$ cat config.mk
export PLATFORM = sky130hd
export DESIGN_NAME = control_sequencer
export DESIGN_NICKNAME = d
export VERILOG_FILES = /design/src/rtl/control_sequencer_pkg.sv /design/src/rtl/control_sequencer.sv
export SDC_FILE = /design/constraint.sdc
export NUM_CORES = 1
export LEC_CHECK = 0
export ABC_AREA = 1
export BUFFER_PORTS_ARGS = -buffer_cell sky130_fd_sc_hd__buf_2
export CAP_MARGIN = 20
export CORE_ASPECT_RATIO = 1.4
export CORE_MARGIN = 2
export CORE_UTILIZATION = 44
export DETAILED_ROUTE_END_ITERATION = 16
export HOLD_SLACK_MARGIN = 0.02
export PLACE_DENSITY_LB_ADDON = 0.08
export SETUP_SLACK_MARGIN = 0.02
export SYNTH_ARGS = -nofsm -noshare
export SYNTH_HDL_FRONTEND = slang
export SYNTH_SLANG_ARGS = --single-unit
$ cat constraint.sdc
create_clock -name clock -period 2.5 [get_ports clock]
set_input_delay 0.375 -clock clock [delete_from_list [all_inputs] [get_ports clock]]
set_output_delay 0.375 -clock clock [all_outputs]
set_load 0.01 [all_outputs]
$ cat src/rtl/control_sequencer_pkg.sv
// Shared definitions for the hardwired control sequencer: opcodes, ALU codes,
// state encoding, instruction classes and the control-strobe bundle.
package control_sequencer_pkg;

  localparam int OPW  = 5;
  localparam int ALUW = 4;

  localparam logic [OPW-1:0] OP_LD   = 5'b00000;
  localparam logic [OPW-1:0] OP_LDI  = 5'b00001;
  localparam logic [OPW-1:0] OP_ST   = 5'b00010;
  localparam logic [OPW-1:0] OP_ADD  = 5'b00011;
  localparam logic [OPW-1:0] OP_SUB  = 5'b00100;
  localparam logic [OPW-1:0] OP_AND  = 5'b00101;
  localparam logic [OPW-1:0] OP_OR   = 5'b00110;
  localparam logic [OPW-1:0] OP_ADDI = 5'b01100;
  localparam logic [OPW-1:0] OP_HALT = 5'b11011;

  localparam logic [ALUW-1:0] ALU_ADD = 4'd0;
  localparam logic [ALUW-1:0] ALU_SUB = 4'd1;
  localparam logic [ALUW-1:0] ALU_AND = 4'd2;
  localparam logic [ALUW-1:0] ALU_OR  = 4'd3;

  // T0..T7 encode as their step number so tstep is a direct copy.
  typedef enum logic [3:0] {
    S_T0   = 4'd0,
    S_T1   = 4'd1,
    S_T2   = 4'd2,
    S_T3   = 4'd3,
    S_T4   = 4'd4,
    S_T5   = 4'd5,
    S_T6   = 4'd6,
    S_T7   = 4'd7,
    S_RST  = 4'd8,
    S_HALT = 4'd9
  } state_t;

  typedef enum logic [2:0] {
    CLS_LD,
    CLS_LDI,
    CLS_ST,
    CLS_ALU,
    CLS_ADDI,
    CLS_HALT,
    CLS_ILL
  } instr_class_t;

  typedef struct packed {
    logic pc_out;
    logic zlow_out;
    logic zhigh_out;
    logic mdr_out;
    logic r_out;
    logic ba_out;
    logic c_out;
    logic pc_in;
    logic mar_in;
    logic mdr_in;
    logic ir_in;
    logic y_in;
    logic zlow_in;
    logic zhigh_in;
    logic r_in;
    logic inc_pc;
    logic read;
    logic write;
    logic gra;
    logic grb;
    logic grc;
  } ctrl_t;

  function automatic instr_class_t decode_op(input logic [OPW-1:0] op);
    case (op)
      OP_LD:                          return CLS_LD;
      OP_LDI:                         return CLS_LDI;
      OP_ST:                          return CLS_ST;
      OP_ADD, OP_SUB, OP_AND, OP_OR:  return CLS_ALU;
      OP_ADDI:                        return CLS_ADDI;
      OP_HALT:                        return CLS_HALT;
      default:                        return CLS_ILL;
    endcase
  endfunction

  function automatic logic [ALUW-1:0] alu_sel(input logic [OPW-1:0] op);
    case (op)
      OP_SUB:  return ALU_SUB;
      OP_AND:  return ALU_AND;
      OP_OR:   return ALU_OR;
      default: return ALU_ADD;
    endcase
  endfunction

endpackage

$ cat src/rtl/control_sequencer.sv
// Hardwired Moore control unit for the DataPath: fetch T0-T2, decode in T3,
// per-class execute steps T4-T7, with memory steps stretched on mem_done.
module control_sequencer
  import control_sequencer_pkg::*;
(
  input  logic            clock,
  input  logic            clear,
  input  logic [31:0]     ir,
  input  logic            mem_done,
  output logic            PCout,
  output logic            Zlowout,
  output logic            Zhighout,
  output logic            MDRout,
  output logic            Rout,
  output logic            BAout,
  output logic            Cout,
  output logic            PCin,
  output logic            MARin,
  output logic            MDRin,
  output logic            IRin,
  output logic            Yin,
  output logic            Zlowin,
  output logic            Zhighin,
  output logic            Rin,
  output logic            IncPC,
  output logic            Read,
  output logic            Write,
  output logic            Gra,
  output logic            Grb,
  output logic            Grc,
  output logic [ALUW-1:0] alu_op,
  output logic            run,
  output logic            fault,
  output logic [3:0]      tstep
);

  state_t          state, state_nxt;
  logic [OPW-1:0]  op_q;
  logic            fault_q;
  instr_class_t    cls_ir, cls_q;
  ctrl_t           ctl;
  logic [ALUW-1:0] alu_nxt;
  logic            unused_ir;

  assign cls_ir    = decode_op(ir[31:27]);
  assign cls_q     = decode_op(op_q);
  assign unused_ir = ^ir[26:0];

  // NOTE: sequential state uses non-blocking assignments so every register
  // samples the pre-edge values, independent of statement order.
  always_ff @(posedge clock) begin
    if (clear) begin
      state   <= S_RST;
      op_q    <= '0;
      fault_q <= 1'b0;
    end else begin
      state <= state_nxt;
      if (state == S_T3) begin
        op_q <= ir[31:27];
        if (cls_ir == CLS_ILL) fault_q <= 1'b1;
      end
    end
  end

  // NOTE: every combinational output gets a default before the case so no
  // path leaves a signal unassigned, which would infer a latch.
  always_comb begin
    state_nxt = state;
    case (state)
      S_RST:  state_nxt = S_T0;
      S_T0:   state_nxt = S_T1;
      S_T1:   if (mem_done) state_nxt = S_T2;
      S_T2:   state_nxt = S_T3;
      S_T3:   state_nxt = (cls_ir == CLS_HALT || cls_ir == CLS_ILL) ? S_HALT : S_T4;
      S_T4:   state_nxt = S_T5;
      S_T5:   state_nxt = (cls_q == CLS_LD || cls_q == CLS_ST) ? S_T6 : S_T0;
      S_T6: begin
        if (cls_q == CLS_ST) state_nxt = S_T7;
        else if (mem_done)   state_nxt = S_T7;
      end
      S_T7: begin
        if (cls_q == CLS_LD) state_nxt = S_T0;
        else if (mem_done)   state_nxt = S_T0;
      end
      S_HALT: state_nxt = S_HALT;
      default: state_nxt = S_RST;
    endcase
  end

  // Only T3 looks at ir directly; later steps use the opcode captured at T3.
  always_comb begin
    ctl     = '0;
    alu_nxt = ALU_ADD;
    case (state)
      S_T0: begin
        ctl.pc_out  = 1'b1;
        ctl.mar_in  = 1'b1;
        ctl.inc_pc  = 1'b1;
        ctl.zlow_in = 1'b1;
      end
      S_T1: begin
        ctl.zlow_out = 1'b1;
        ctl.pc_in    = 1'b1;
        ctl.read     = 1'b1;
        ctl.mdr_in   = 1'b1;
      end
      S_T2: begin
        ctl.mdr_out = 1'b1;
        ctl.ir_in   = 1'b1;
      end
      S_T3: begin
        case (cls_ir)
          CLS_LD, CLS_LDI, CLS_ST: begin
            ctl.grb    = 1'b1;
            ctl.ba_out = 1'b1;
            ctl.y_in   = 1'b1;
          end
          CLS_ALU, CLS_ADDI: begin
            ctl.grb   = 1'b1;
            ctl.r_out = 1'b1;
            ctl.y_in  = 1'b1;
          end
          default: ctl = '0;
        endcase
      end
      S_T4: begin
        ctl.zlow_in  = 1'b1;
        ctl.zhigh_in = 1'b1;
        if (cls_q == CLS_ALU) begin
          ctl.grc = 1'b1;
          ctl.r_out = 1'b1;
          alu_nxt = alu_sel(op_q);
        end else begin
          ctl.c_out = 1'b1;
        end
      end
      S_T5: begin
        ctl.zlow_out = 1'b1;
        if (cls_q == CLS_LD || cls_q == CLS_ST) begin
          ctl.mar_in = 1'b1;
        end else begin
          ctl.gra  = 1'b1;
          ctl.r_in = 1'b1;
        end
      end
      S_T6: begin
        ctl.mdr_in = 1'b1;
        if (cls_q == CLS_ST) begin
          ctl.gra   = 1'b1;
          ctl.r_out = 1'b1;
        end else begin
          ctl.read = 1'b1;
        end
      end
      S_T7: begin
        if (cls_q == CLS_ST) begin
          ctl.write = 1'b1;
        end else begin
          ctl.mdr_out = 1'b1;
          ctl.gra     = 1'b1;
          ctl.r_in    = 1'b1;
        end
      end
      default: ctl = '0;
    endcase
  end

  assign run   = (state <= S_T7);
  assign tstep = run ? state : 4'hF;
  assign fault = fault_q;
  assign alu_op = alu_nxt;

  assign PCout    = ctl.pc_out;
  assign Zlowout  = ctl.zlow_out;
  assign Zhighout = ctl.zhigh_out;
  assign MDRout   = ctl.mdr_out;
  assign Rout     = ctl.r_out;
  assign BAout    = ctl.ba_out;
  assign Cout     = ctl.c_out;
  assign PCin     = ctl.pc_in;
  assign MARin    = ctl.mar_in;
  assign MDRin    = ctl.mdr_in;
  assign IRin     = ctl.ir_in;
  assign Yin      = ctl.y_in;
  assign Zlowin   = ctl.zlow_in;
  assign Zhighin  = ctl.zhigh_in;
  assign Rin      = ctl.r_in;
  assign IncPC    = ctl.inc_pc;
  assign Read     = ctl.read;
  assign Write    = ctl.write;
  assign Gra      = ctl.gra;
  assign Grb      = ctl.grb;
  assign Grc      = ctl.grc;

endmodule

## Yosys cells after proc, flatten, opt, wreduce, memory -nomap -nowiden

Memory sizes are Yosys's and may differ from the RTL's. A register that Yosys moved wholly into a read port is not among the register bits.
Index checks and enable logic that the tools add are counted.

| word-level totals | value |
|---|---|
| bits in registers | 10 |
| latch bits | 0 |
| memory bits (writable) | 0 |
| memory bits (read-only) | 192 |
| input bits | 35 |
| word-level logic and storage cells | 83 |
| memories kept | 2 |

| cells by class | value |
|---|---|
| add/subtract/negate cells | 0 |
| multipliers | 0 |
| divide/modulo/power cells | 0 |
| magnitude comparators | 1 |
| equal/unequal tests | 23 |
| shifts and indexed selects | 0 |
| muxes and demuxes | 41 |
| bitwise operators | 0 |
| reduce and logical (&&, ||, !) cells | 13 |

Memory list:

| memory | depth | width | read ports | clocked after memory_dff | wr ports | line | RTL |
|---|---|---|---|---|---|---|---|
| (no name shown) | 32 | 3 | 1 | 1 | 0 | control_sequencer_pkg.sv:72 | `case (op)` |
| (no name shown) | 32 | 3 | 1 | 0 | 0 | control_sequencer_pkg.sv:72 |  |

Operators by type and width:

| kind | number |
|---|---|
| one-hot mux 4 bit (10 select lines) | 1 |
| 2-to-1 mux 4 bit | 7 |
| 2-to-1 mux 1 bit | 21 |
| equality test 4 x 3 -> 1 bit, second input constant | 4 |
| equality test 5 x 3 -> 1 bit, second input constant | 3 |
| equality test 3 x 2 -> 1 bit, second input constant | 4 |
| 2-to-1 mux 5 bit | 2 |
| equality test 3 bit, second input constant | 3 |
| equality test 4 x 2 -> 1 bit, second input constant | 2 |
| equality test 4 bit, second input constant | 2 |
| one-hot mux 1 bit (2 select lines) | 4 |
| OR reduction 2 bit | 4 |
| logical NOT 3 bit | 2 |
| inequality test 3 bit, second input constant | 2 |
| one-hot mux 1 bit (3 select lines) | 2 |
| one-hot mux 2 bit (3 select lines) | 1 |
| OR reduction 5 bit | 1 |
| equality test 4 x 1 -> 1 bit, second input constant | 1 |
| <= comparator 4 x 3 -> 1 bit, second input constant | 1 |
| logical NOT 4 bit | 1 |
| 2-to-1 mux 2 bit | 2 |
| equality test 3 x 1 -> 1 bit, second input constant | 1 |
| 2-to-1 mux 3 bit | 1 |
| AND reduction 3 bit | 1 |
| 4 further kinds | 5 |

## Logic depth before layout (Yosys ltp)

Gate-level depths: netlist of the first run.
An unclocked memory read counts as a cell.

| depth | value |
|---|---|
| depth after elaboration | 5 |
| depth in mapped cells | 12 |

## Worst setup path after synthesis of the first run

OpenSTA, ideal clock, no wires.

| timing path | value |
|---|---|
| path type | flip-flop to output port |
| from | reg state[3] |
| to | out alu_op[1] |
| arrival time | 1.227 ns |
| required time | 2.125 ns |
| slack | 0.898 ns |
| cell stages (with the launch flop) | 8 |
| buffers on the path | 0 |
| cells stage by stage | dfxtp_1 inv_2 nand2_2 inv_1 nand2_1 nor2_2 nand4_1 a21oi_1 |

| on the way | value |
|---|---|
| cells in the longest elaborated chain, start to end | 2 |

RTL lines:

| what | line | RTL |
|---|---|---|
| start: declaration | control_sequencer.sv:37 | `state_t state, state_nxt;` |
| start signal: assignment | control_sequencer.sv:57 | `state <= state_nxt;` |
| equality test 4 x 3 -> 1 bit | control_sequencer.sv:94 | `case (state)` |
| 2-to-1 mux 2 bit | control_sequencer.sv:94 |  |
| end: declaration | control_sequencer.sv:31 | `output logic [ALUW-1:0] alu_op,` |

No other way between the ends.

## Worst setup path after layout of the first run

| timing path | value |
|---|---|
| from | reg state[1] |
| to | out Rout |

| on the way | value |
|---|---|
| cells in the longest elaborated chain, start to end | 2 |
| elaborated cells on any way between the ends | 4 |
| classes of those cells | 3 x eq/ne; 1 x mux |

RTL lines:

| what | line | RTL |
|---|---|---|
| equality test 4 x 3 -> 1 bit / equality test 4 x 2 -> 1 bit (equally long branches) | control_sequencer.sv:94 |  |
| one-hot mux 1 bit (3 select lines) * | control_sequencer.sv:94 |  |
| end: declaration | control_sequencer.sv:14 | `output logic Rout,` |

Every way passes the cells marked *; elsewhere a longest branch is shown, timed or not.

==> results.ini, run 1 <==
[global_route]
grt_start_max_net_pins=11
global_route_usage_over_all_layers_pct=18.8
grt_remaining_overflow=0
grt_antenna_before_repair=0
global_route_wire_length_before_repair_mm=3.69
via_count_of_the_first_global_routing_pass=950

[setup_path]
critPathCaptureType=primary output
critPathMaxFanout=9
crit_path_max_delay_cell_type=dfxtp_1
type_of_the_worst_setup_path=register to primary output
worstSetupStartpointType=register
timing.critical_path.required_ns=2.12
crit_chain=nand2_2 -> inv_2 -> nand2_2 -> inv_1 -> nand2_1 -> inv_1 -> a21oi_1 -> nand2_1 -> buf_2
ff2ff_path_depth=9
critical_path_buf_inv_count=4
critical_path_arrival_ns=1.69
path_delay_family=flip-flops
timing.reg2reg.setup_slack_ns=0.99
r2r-end=cls_q[1]
critical_path.max_stage_delay_ns=0.49
critical_path.reg2reg.startpoint=state[1]

[cells_and_area]
finalInstanceArea_sq_um=1160
flow.area_growth_from_synthesis_pct=19.5
diodes=0
final_nets=238
final.fill_count=250
layout-drive-gt1-share_pct=26.2
non_filler_instances=224

[placed_design]
detailedPlacementHpwl_mm=1.84
gp_congestion=0.825
placed_cells=220
postPlaceCellArea_sq_um=1130
buffer_ports.inserted=35

[hold_path]
timing.hold.worst.start=clear
min_path_type=primary input to register
hold-path-cell-count=2
worst_hold_path.endpoint=fault

[sta]
final_max_slew_viol_count=0
final.setup_skew_ns=0.00628
final_min_period_over_clock_period_pct=82.8
grt_setup_unrepaired=false
timing.final.setup_violations=0
clock.fmax_mhz=483
tns_ns=0
final-hold-violation-count=0
fin_crit_ns=2.07

[logic_synthesis]
yosysSeqAreaShare_pct=26.8
synth_area_per_cell_sq_um=5.77
yosys_most_used_dff=dfxtp_1
synth_async_sr_flop_share_pct=0
synth_area_leader_cell=dfxtp_1
synth_enable_flop_cells=0
yosys.cell_types.count=19
synth_top_area_cells=dfxtp_1 27%, nand2_1 18%, inv_1 12%, nand3_1 9.3%, nor2_1 5.8%
yosys_warnings=0
netlist_instances=168
synthTopCellsByCount=47 x nand2_1, 32 x inv_1, 18 x nand3_1, 15 x nor2_1, 13 x dfxtp_1
synth.cell_area_sq_um=970
post-synth-top-area-fraction_pct=26.8
synth_seq_cells=13
synth_most_common_cell=nand2_1

[power_and_ir_drop]
p_leak_nw=0.740
power_density_nw_per_um2=409
worst_ir_drop_vdd_mv=0.369
internal-power_uw=315
power_frac_seq_pct=47.4
power_switching_uw=159
power_frac_comb_pct=24.2
clockPowerShare_pct=28.3
sw_frac_of_total_pct=33.6

[drt]
detailedRoute.firstPassIterationCount=4
first_iter_violations=31
remaining_antenna_violation_count_after_routing=0
wl_mm=2.18
post_drt_via_cell_ratio=4.91
remaining_routing_drc_violations=0
total_number_of_vias=1100
routed_wire_length_per_instance_um=9.75

[status]
outcome=finished, final reports clean

[floorplanning]
coreArea_sq_um=2130
die_h_um=59.5
die-width_um=43.7
floorplan.rows=20
top_level_ports=66
initial_utilization_pct=45.6
die_area_sq_um=2600

[clock_tree]
postCtsSetupBuffers=0
cts_buffer_depth=2
clock_sinks=13
h-tree-depth=1
post_cts_resize_count=0
hold_buffers=0
cts_inserted_buffers=3
clkTransAtPathRegs_ns=0.09
tritoncts_clock_tree=done
clk_latency_ns=0.29
master_cell_of_the_clock_root_buffer=clkbuf_4

[job]
drv_cap=0

sequential cells by signal, indices dropped and copies added, names as in the netlist:
register and count:
cls_q 3, fault 1, op_q 5, state 4
routing by layer:
layer / GRT usage (%) / part of all wire [%] / up-vias
met5: 0 / 0 / -
met4: 9.09 / 1.9 / 0
met3: 3.66 / 3.8 / 5
met2: 34.9 / 54 / 22
met1: 19.7 / 40 / 495
li1: - / - / 578
power groups by stage:
stage | Clock [mW] | Sequential (mW) | Combinational (mW)
2_1_floorplan | 0 | 0.226 | 0.0852
3_3_place_gp | 0 | 0.230 | 0.114
3_5_place_dp | 0 | 0.230 | 0.115
4_1_cts | 0.139 | 0.225 | 0.116
5_1_grt | 0.148 | 0.227 | 0.131
6_report | 0.134 | 0.225 | 0.115
metrics by stage:
stage / setup slack, ns / hold slack (ns) / total power [mW] / utilization, %
4_1_cts: 0.419 / 0.287 / 0.480 / 54.5
3_3_place_gp: 0.762 / 0.434 / 0.344 / 53.2
5_1_grt: 0.291 / 0.299 / 0.506 / 54.5
2_1_floorplan: 0.898 / 0.444 / 0.311 / -
6_report: 0.431 / 0.289 / 0.474 / 54.5
3_5_place_dp: 0.752 / 0.446 / 0.345 / 53.2
kinds of logic after synthesis:
family	share of synthesized area, %
AO/OA/AOI/OAI	7.74
flip-flops	26.8
AND/OR/NAND/NOR	46.1
buffers and inverters	19.0
other	0.387
worst max-delay path by stage:
stage | start | end | cells after the start
detailed placement | state[1] | Rout | 9
CTS | state[1] | Rout | 9
floorplan | state[3] | alu_op[1] | 7
global route | state[1] | Rout | 9
global placement | state[1] | Rout | 9
finish | state[1] | Rout | 9
cell type report:
cell class / instances / area, sq um / share of cell area, %
Tap cell: 22 / 27.5 / 2.38
Inverter: 36 / 135 / 11.7
Clock inverter: 1 / 5.00 / 0.432
Sequential cell: 13 / 260 / 22.5
Multi-Input combinational cell: 114 / 533 / 46.0
Timing Repair Buffer: 35 / 175 / 15.1
Clock buffer: 3 / 22.5 / 1.94
cells in the final DEF (no fill, tap or decap):
cell and n:
clkinv_2 1, a31oi_1 1, clkbuf_4 3, nor2_1 15
a21oi_1 8, inv_1 32, conb_1 3, nor2_4 2
nor2_2 2, o2111ai_1 1, inv_2 4, nand2_1 47
nand3_2 3, dfxtp_1 13, nand2_2 3, buf_2 35
o21ai_0 4, nand3_1 18, nand4_1 4, nor3_1 3
(Power assumes the default switching activity.)
==> run 2: changes to the inputs <==
--- a/config.mk
+++ b/config.mk
@@ -10,7 +10,7 @@
 export CAP_MARGIN = 20
 export CORE_ASPECT_RATIO = 1.4
 export CORE_MARGIN = 2
-export CORE_UTILIZATION = 44
+export CORE_UTILIZATION = 41
 export DETAILED_ROUTE_END_ITERATION = 16
 export HOLD_SLACK_MARGIN = 0.02
 export PLACE_DENSITY_LB_ADDON = 0.08
==> constraint.sdc (replaced) <==
create_clock -name clock -period 2.06 [get_ports clock]
set_input_delay 0.309 -clock clock [delete_from_list [all_inputs] [get_ports clock]]
set_output_delay 0.309 -clock clock [all_outputs]
set_load 0.01 [all_outputs]
==> results.ini, run 2 (synthesis results as in run 1) <==
[setup_path]
critical_path_buf_inv_count=4  ; unchanged
crit_chain=nand2_2 -> inv_2 -> nand2_2 -> inv_1 -> nand2_1 -> inv_1 -> a21oi_1 -> nand2_1 -> buf_2
worst-path-stages=9  ; unchanged
setup_crit_end=Rout
worst_setup_path_startpoint=state[1]
type_of_the_worst_setup_path=register to primary output
timing.critical_path.required_ns=1.75  ; -0.37 ns
r2r-end=cls_q[1]
timing.reg2reg.setup_slack_ns=0.63  ; -0.36 ns
critical_path_arrival_ns=1.58  ; -0.11 ns
crit_path_max_delay_cell_type=dfxtp_4
critPathMaxFanout=9  ; unchanged
ff2ff_path_depth=9  ; unchanged
path_delay_family=flip-flops
critical_path.reg2reg.startpoint=state[1]
worstSetupStartpointType=register
critPathCaptureType=primary output
critical_path.max_stage_delay_ns=0.38  ; -0.11 ns

[placed_design]
buffer_ports.inserted=35  ; unchanged
postPlaceCellArea_sq_um=1130  ; unchanged
gp_congestion=0.786  ; -4.8%
detailedPlacementHpwl_mm=1.91  ; +4.0%

[floorplanning]
die-width_um=45.1  ; +3.3%
initial_utilization_pct=44.0  ; -1.6 points
coreArea_sq_um=2200  ; +3.5%
floorplan.rows=20  ; unchanged
die_h_um=61.5  ; +3.4%
top_level_ports=66  ; unchanged
die_area_sq_um=2780  ; +6.7%

[clock_tree]
clkTransAtPathRegs_ns=0.09  ; about the same
tritoncts_clock_tree=done
h-tree-depth=1  ; unchanged
cts_inserted_buffers=3  ; unchanged
hold_buffers=0  ; unchanged
cts_buffer_depth=2  ; unchanged
clock_sinks=13  ; unchanged
master_cell_of_the_clock_root_buffer=clkbuf_4
clk_latency_ns=0.28  ; about the same

[status]
outcome=finished, final reports clean

[sta]
fin_crit_ns=1.89
final_max_slew_viol_count=0  ; unchanged
final_min_period_over_clock_period_pct=91.6
final-hold-violation-count=0  ; unchanged
final.setup_skew_ns=0.00583  ; -0.000447 ns
tns_ns=0  ; unchanged
grt_setup_unrepaired=false
clock.fmax_mhz=530
timing.final.setup_violations=0  ; unchanged

[global_route]
grt_start_max_net_pins=11  ; unchanged
global_route_wire_length_before_repair_mm=3.71  ; +0.57%
via_count_of_the_first_global_routing_pass=949  ; -0.11%
global_route_usage_over_all_layers_pct=18.1  ; -0.78 points
grt_remaining_overflow=0  ; unchanged
grt_antenna_before_repair=0  ; unchanged

[cells_and_area]
utilization_pct=53.9  ; -0.61 points
most-common-layout-cells=47 x nand2_1, 35 x buf_2, 32 x inv_1
finalInstanceArea_sq_um=1190  ; +2.4%
final_nets=240  ; +0.84%
top_register=op_q
layout.cells.most_common=nand2_1
diodes=0  ; unchanged
flow.area_growth_from_synthesis_pct=22.3
layout-drive-gt1-share_pct=28.9  ; +2.7 points
number_of_flip_flops_in_the_largest_register=5  ; unchanged

[drt]
routed_wire_length_per_instance_um=10.3  ; +5.6%
remaining_antenna_violation_count_after_routing=0  ; unchanged
remaining_routing_drc_violations=0  ; unchanged
first_iter_violations=31  ; unchanged
detailedRoute.firstPassIterationCount=4  ; unchanged
wl_mm=2.33  ; +6.5%
total_number_of_vias=1095  ; -0.45%
post_drt_via_cell_ratio=4.85  ; -1.3%

[power_and_ir_drop]
power_density_nw_per_um2=493  ; +20%
p_leak_nw=0.750  ; +1.4%
worst_ir_drop_vdd_mv=0.402  ; +9.1%
post_layout_total_power_uw=585  ; +23%

[job]
drv_cap=0  ; unchanged

[hold_path]
min_path_type=primary input to register
hold-path-cell-count=2  ; unchanged

run 2: changes by cell type in the layout (fill, tap and decap cells not counted), sizes merged:
cell,previous run,this run
buf,35,37
run 2: routing by layer:
| metal | share of wire [%] | vias to the layer above | track usage [%] |
|---|---|---|---|
| met2 | 54 | 21 | 32.9 |
| met3 | 3.7 | 4 | 2.64 |
| met5 | 0 | - | 0 |
| li1 | - | 586 | - |
| met4 | 1.3 | 0 | 7.98 |
| met1 | 41 | 484 | 20.4 |
run 2: per-stage QoR:
step	hold WS (ns)	std cells	worst slack (ns)
after global routing	0.227	226	0.0179
after global placement	0.435	220	0.372
after CTS	0.234	224	0.0677
after detailed placement	0.444	220	0.337
after floorplan	0.378	170	0.524
final	0.232	226	0.172
run 2: worst register-to-register path: cells and delay by family (launching register included):
| kind | cells | cell delay [ns] |
|---|---|---|
| simple gates | 7 | 0.77 |
| flops | 1 | 0.41 |
| buf+inv | 2 | 0.16 |
run 2: timing repair:
item / 4_1_cts / 5_1_grt
pin swaps: 0 / 1
gates resized for setup: 1 / 5
buffers inserted: 0 / 2
endpoints found under the setup margin: 1 / 3
run 2: worst min-delay path by stage:
stage / from / endpoint / slack [ns]
finish: clear / state[1] / 0.23
CTS: clear / state[1] / 0.23
global route: clear / state[2] / 0.23
detailed placement: fault / fault / 0.44
floorplan: clear / fault / 0.38
global placement: fault / fault / 0.44
run 2: final cells by class:
cell class / count / area (sq um)
fillers: 252 / 1020
inverters: 36 / 135
clock inverters: 1 / 5.00
multi-input cells: 114 / 538
repair buffers: 37 / 190
well taps: 22 / 27.5
clock buffers: 3 / 22.5
flip-flops and latches: 13 / 268
run 2: where the power goes:
part	switching, mW	total (mW)	internal [mW]
sequential	0.0133	0.273	0.260
clock	0.0907	0.163	0.0722
combinational	0.0920	0.148	0.0562
==> run 3: changes to the inputs <==
==> constraint.sdc (replaced) <==
create_clock -name clock -period 1.91 [get_ports clock]
set_input_delay 0.2865 -clock clock [delete_from_list [all_inputs] [get_ports clock]]
set_output_delay 0.2865 -clock clock [all_outputs]
set_load 0.01 [all_outputs]
==> results.ini, run 3 (synthesis results as in run 1) <==
[status]
outcome=finished, final reports clean

[sta]
final_max_slew_viol_count=0  ; unchanged
final.setup_skew_ns=0.00504  ; -0.000793 ns
timing.final.setup_violations=0  ; unchanged
fin_crit_ns=1.79
clock.fmax_mhz=560
grt_setup_unrepaired=false
final_min_period_over_clock_period_pct=93.5
final-hold-violation-count=0  ; unchanged
finalWorstSetupSlack_ns=0.124  ; -0.0478 ns
tns_ns=0  ; unchanged

[floorplanning]
die_h_um=61.5  ; unchanged
die-width_um=45.1  ; unchanged
die_area_sq_um=2780  ; unchanged
floorplan.rows=20  ; unchanged
initial_utilization_pct=44.0  ; unchanged
coreArea_sq_um=2200  ; unchanged
top_level_ports=66  ; unchanged

[drt]
detailedRoute.firstPassIterationCount=5  ; +1
remaining_routing_drc_violations=0  ; unchanged
remaining_antenna_violation_count_after_routing=0  ; unchanged
routed_wire_length_per_instance_um=10.4  ; +0.76%
post_drt_via_cell_ratio=5.00  ; +3.1%
total_number_of_vias=1134  ; +3.6%
first_iter_violations=23  ; -26%
wl_mm=2.35  ; +1.2%

[cells_and_area]
non_filler_instances=227  ; +0.44%
diodes=0  ; unchanged
top_register=op_q
layout.cells.most_common=nand2_1
finalInstanceArea_sq_um=1220  ; +3.0%
number_of_flip_flops_in_the_largest_register=5  ; unchanged
final_nets=241  ; +0.42%
layout-drive-gt1-share_pct=30.7  ; +1.8 points
most-common-layout-cells=46 x nand2_1, 35 x buf_2, 31 x inv_1
flow.area_growth_from_synthesis_pct=25.9

[global_route]
global_route_wire_length_before_repair_mm=3.71  ; unchanged
grt_start_max_net_pins=10  ; -1
grt_remaining_overflow=0  ; unchanged
via_count_of_the_first_global_routing_pass=921  ; -3.0%
global_route_usage_over_all_layers_pct=17.9  ; -0.14 points
grt_antenna_before_repair=0  ; unchanged

[setup_path]
critPathCaptureType=primary output
critical_path_arrival_ns=1.50  ; -0.08 ns
timing.critical_path.required_ns=1.62  ; -0.13 ns
critPathMaxFanout=6  ; -3
worstSetupStartpointType=register
ff2ff_path_depth=9  ; unchanged
crit_chain=inv_4 -> nand2_4 -> inv_2 -> nand2_2 -> nor2_4 -> nand4_1 -> a21oi_1 -> buf_2
crit_path_max_delay_cell_type=dfxtp_4
critical_path.max_stage_delay_ns=0.38  ; about the same
type_of_the_worst_setup_path=register to primary output

[clock_tree]
tritoncts_clock_tree=done
cts_inserted_buffers=3  ; unchanged
clkTransAtPathRegs_ns=0.08  ; about the same
hold_buffers=0  ; unchanged
master_cell_of_the_clock_root_buffer=clkbuf_4
cts_buffer_depth=2  ; unchanged
clk_latency_ns=0.27  ; about the same
h-tree-depth=1  ; unchanged
clock_sinks=13  ; unchanged

[power_and_ir_drop]
power_density_nw_per_um2=516  ; +4.6%
p_leak_nw=0.785  ; +4.6%
worst_ir_drop_vdd_mv=0.408  ; +1.5%
post_layout_total_power_uw=630  ; +7.7%

[placed_design]
postPlaceCellArea_sq_um=1140  ; +0.66%
buffer_ports.inserted=35  ; unchanged
dpl_worst_slack_ns=0.282  ; -0.0549 ns
detailedPlacementHpwl_mm=1.90  ; -0.91%
gp_congestion=0.764  ; -2.8%
placed_cells=221  ; +0.45%

[hold_path]
min_path_type=primary input to register
hold-path-cell-count=2  ; unchanged

[job]
drv_cap=0  ; unchanged

-- run 3: power breakdown --
group	switching [mW]	total [mW]	internal, mW
Clock	0.0908	0.168	0.0775
Combinational	0.104	0.164	0.0605
Sequential	0.0159	0.297	0.281
Total	0.210	0.630	0.419
-- run 3: routing by layer --
metal	global-route usage, %	up-vias	share of wire [%]
li1	-	582	-
met1	21.2	515	38
met2	32.2	35	55
met3	1.76	2	5.8
met4	7.56	0	0.72
met5	0	-	0
-- run 3: layout make-up --
class                           instances  area [sq um]
Sequential cell                        13           270
Timing Repair Buffer                   38           198
Tap cell                               22          27.5
Fill cell                             249           981
Clock inverter                          1          5.00
Clock buffer                            3          22.5
Inverter                               36           140
Multi-Input combinational cell        114           558
-- run 3: path summary, 6_finish.rpt --
kind              startpoint         to  slack [ns]
setup / recovery    state[3]  alu_op[1]        0.12
hold / removal         clear   state[0]        0.22
setup reg to reg    state[3]   cls_q[1]        0.49
hold reg to reg        fault      fault        0.45
-- run 3: per-stage QoR --
step | hold slack, ns | utilization (%)
after global routing | 0.226 | 55.5
after floorplan | 0.356 | -
after CTS | 0.213 | 53.5
final | 0.222 | 55.5
after global placement | 0.435 | 51.7
after detailed placement | 0.442 | 51.7
-- run 3: critical path, delay by kind of cell (launching register included) --
family	cells	cell delay, ns
simple gates	4	0.43
flops	1	0.38
buf+inv	3	0.28
compound gates	1	0.13
-- run 3: timing repair --
action	4_1_cts	5_1_grt
gates cloned	0	0
buffers inserted	1	1
pin swaps	1	2
resized for setup	3	12
endpoints found under the setup margin	3	6
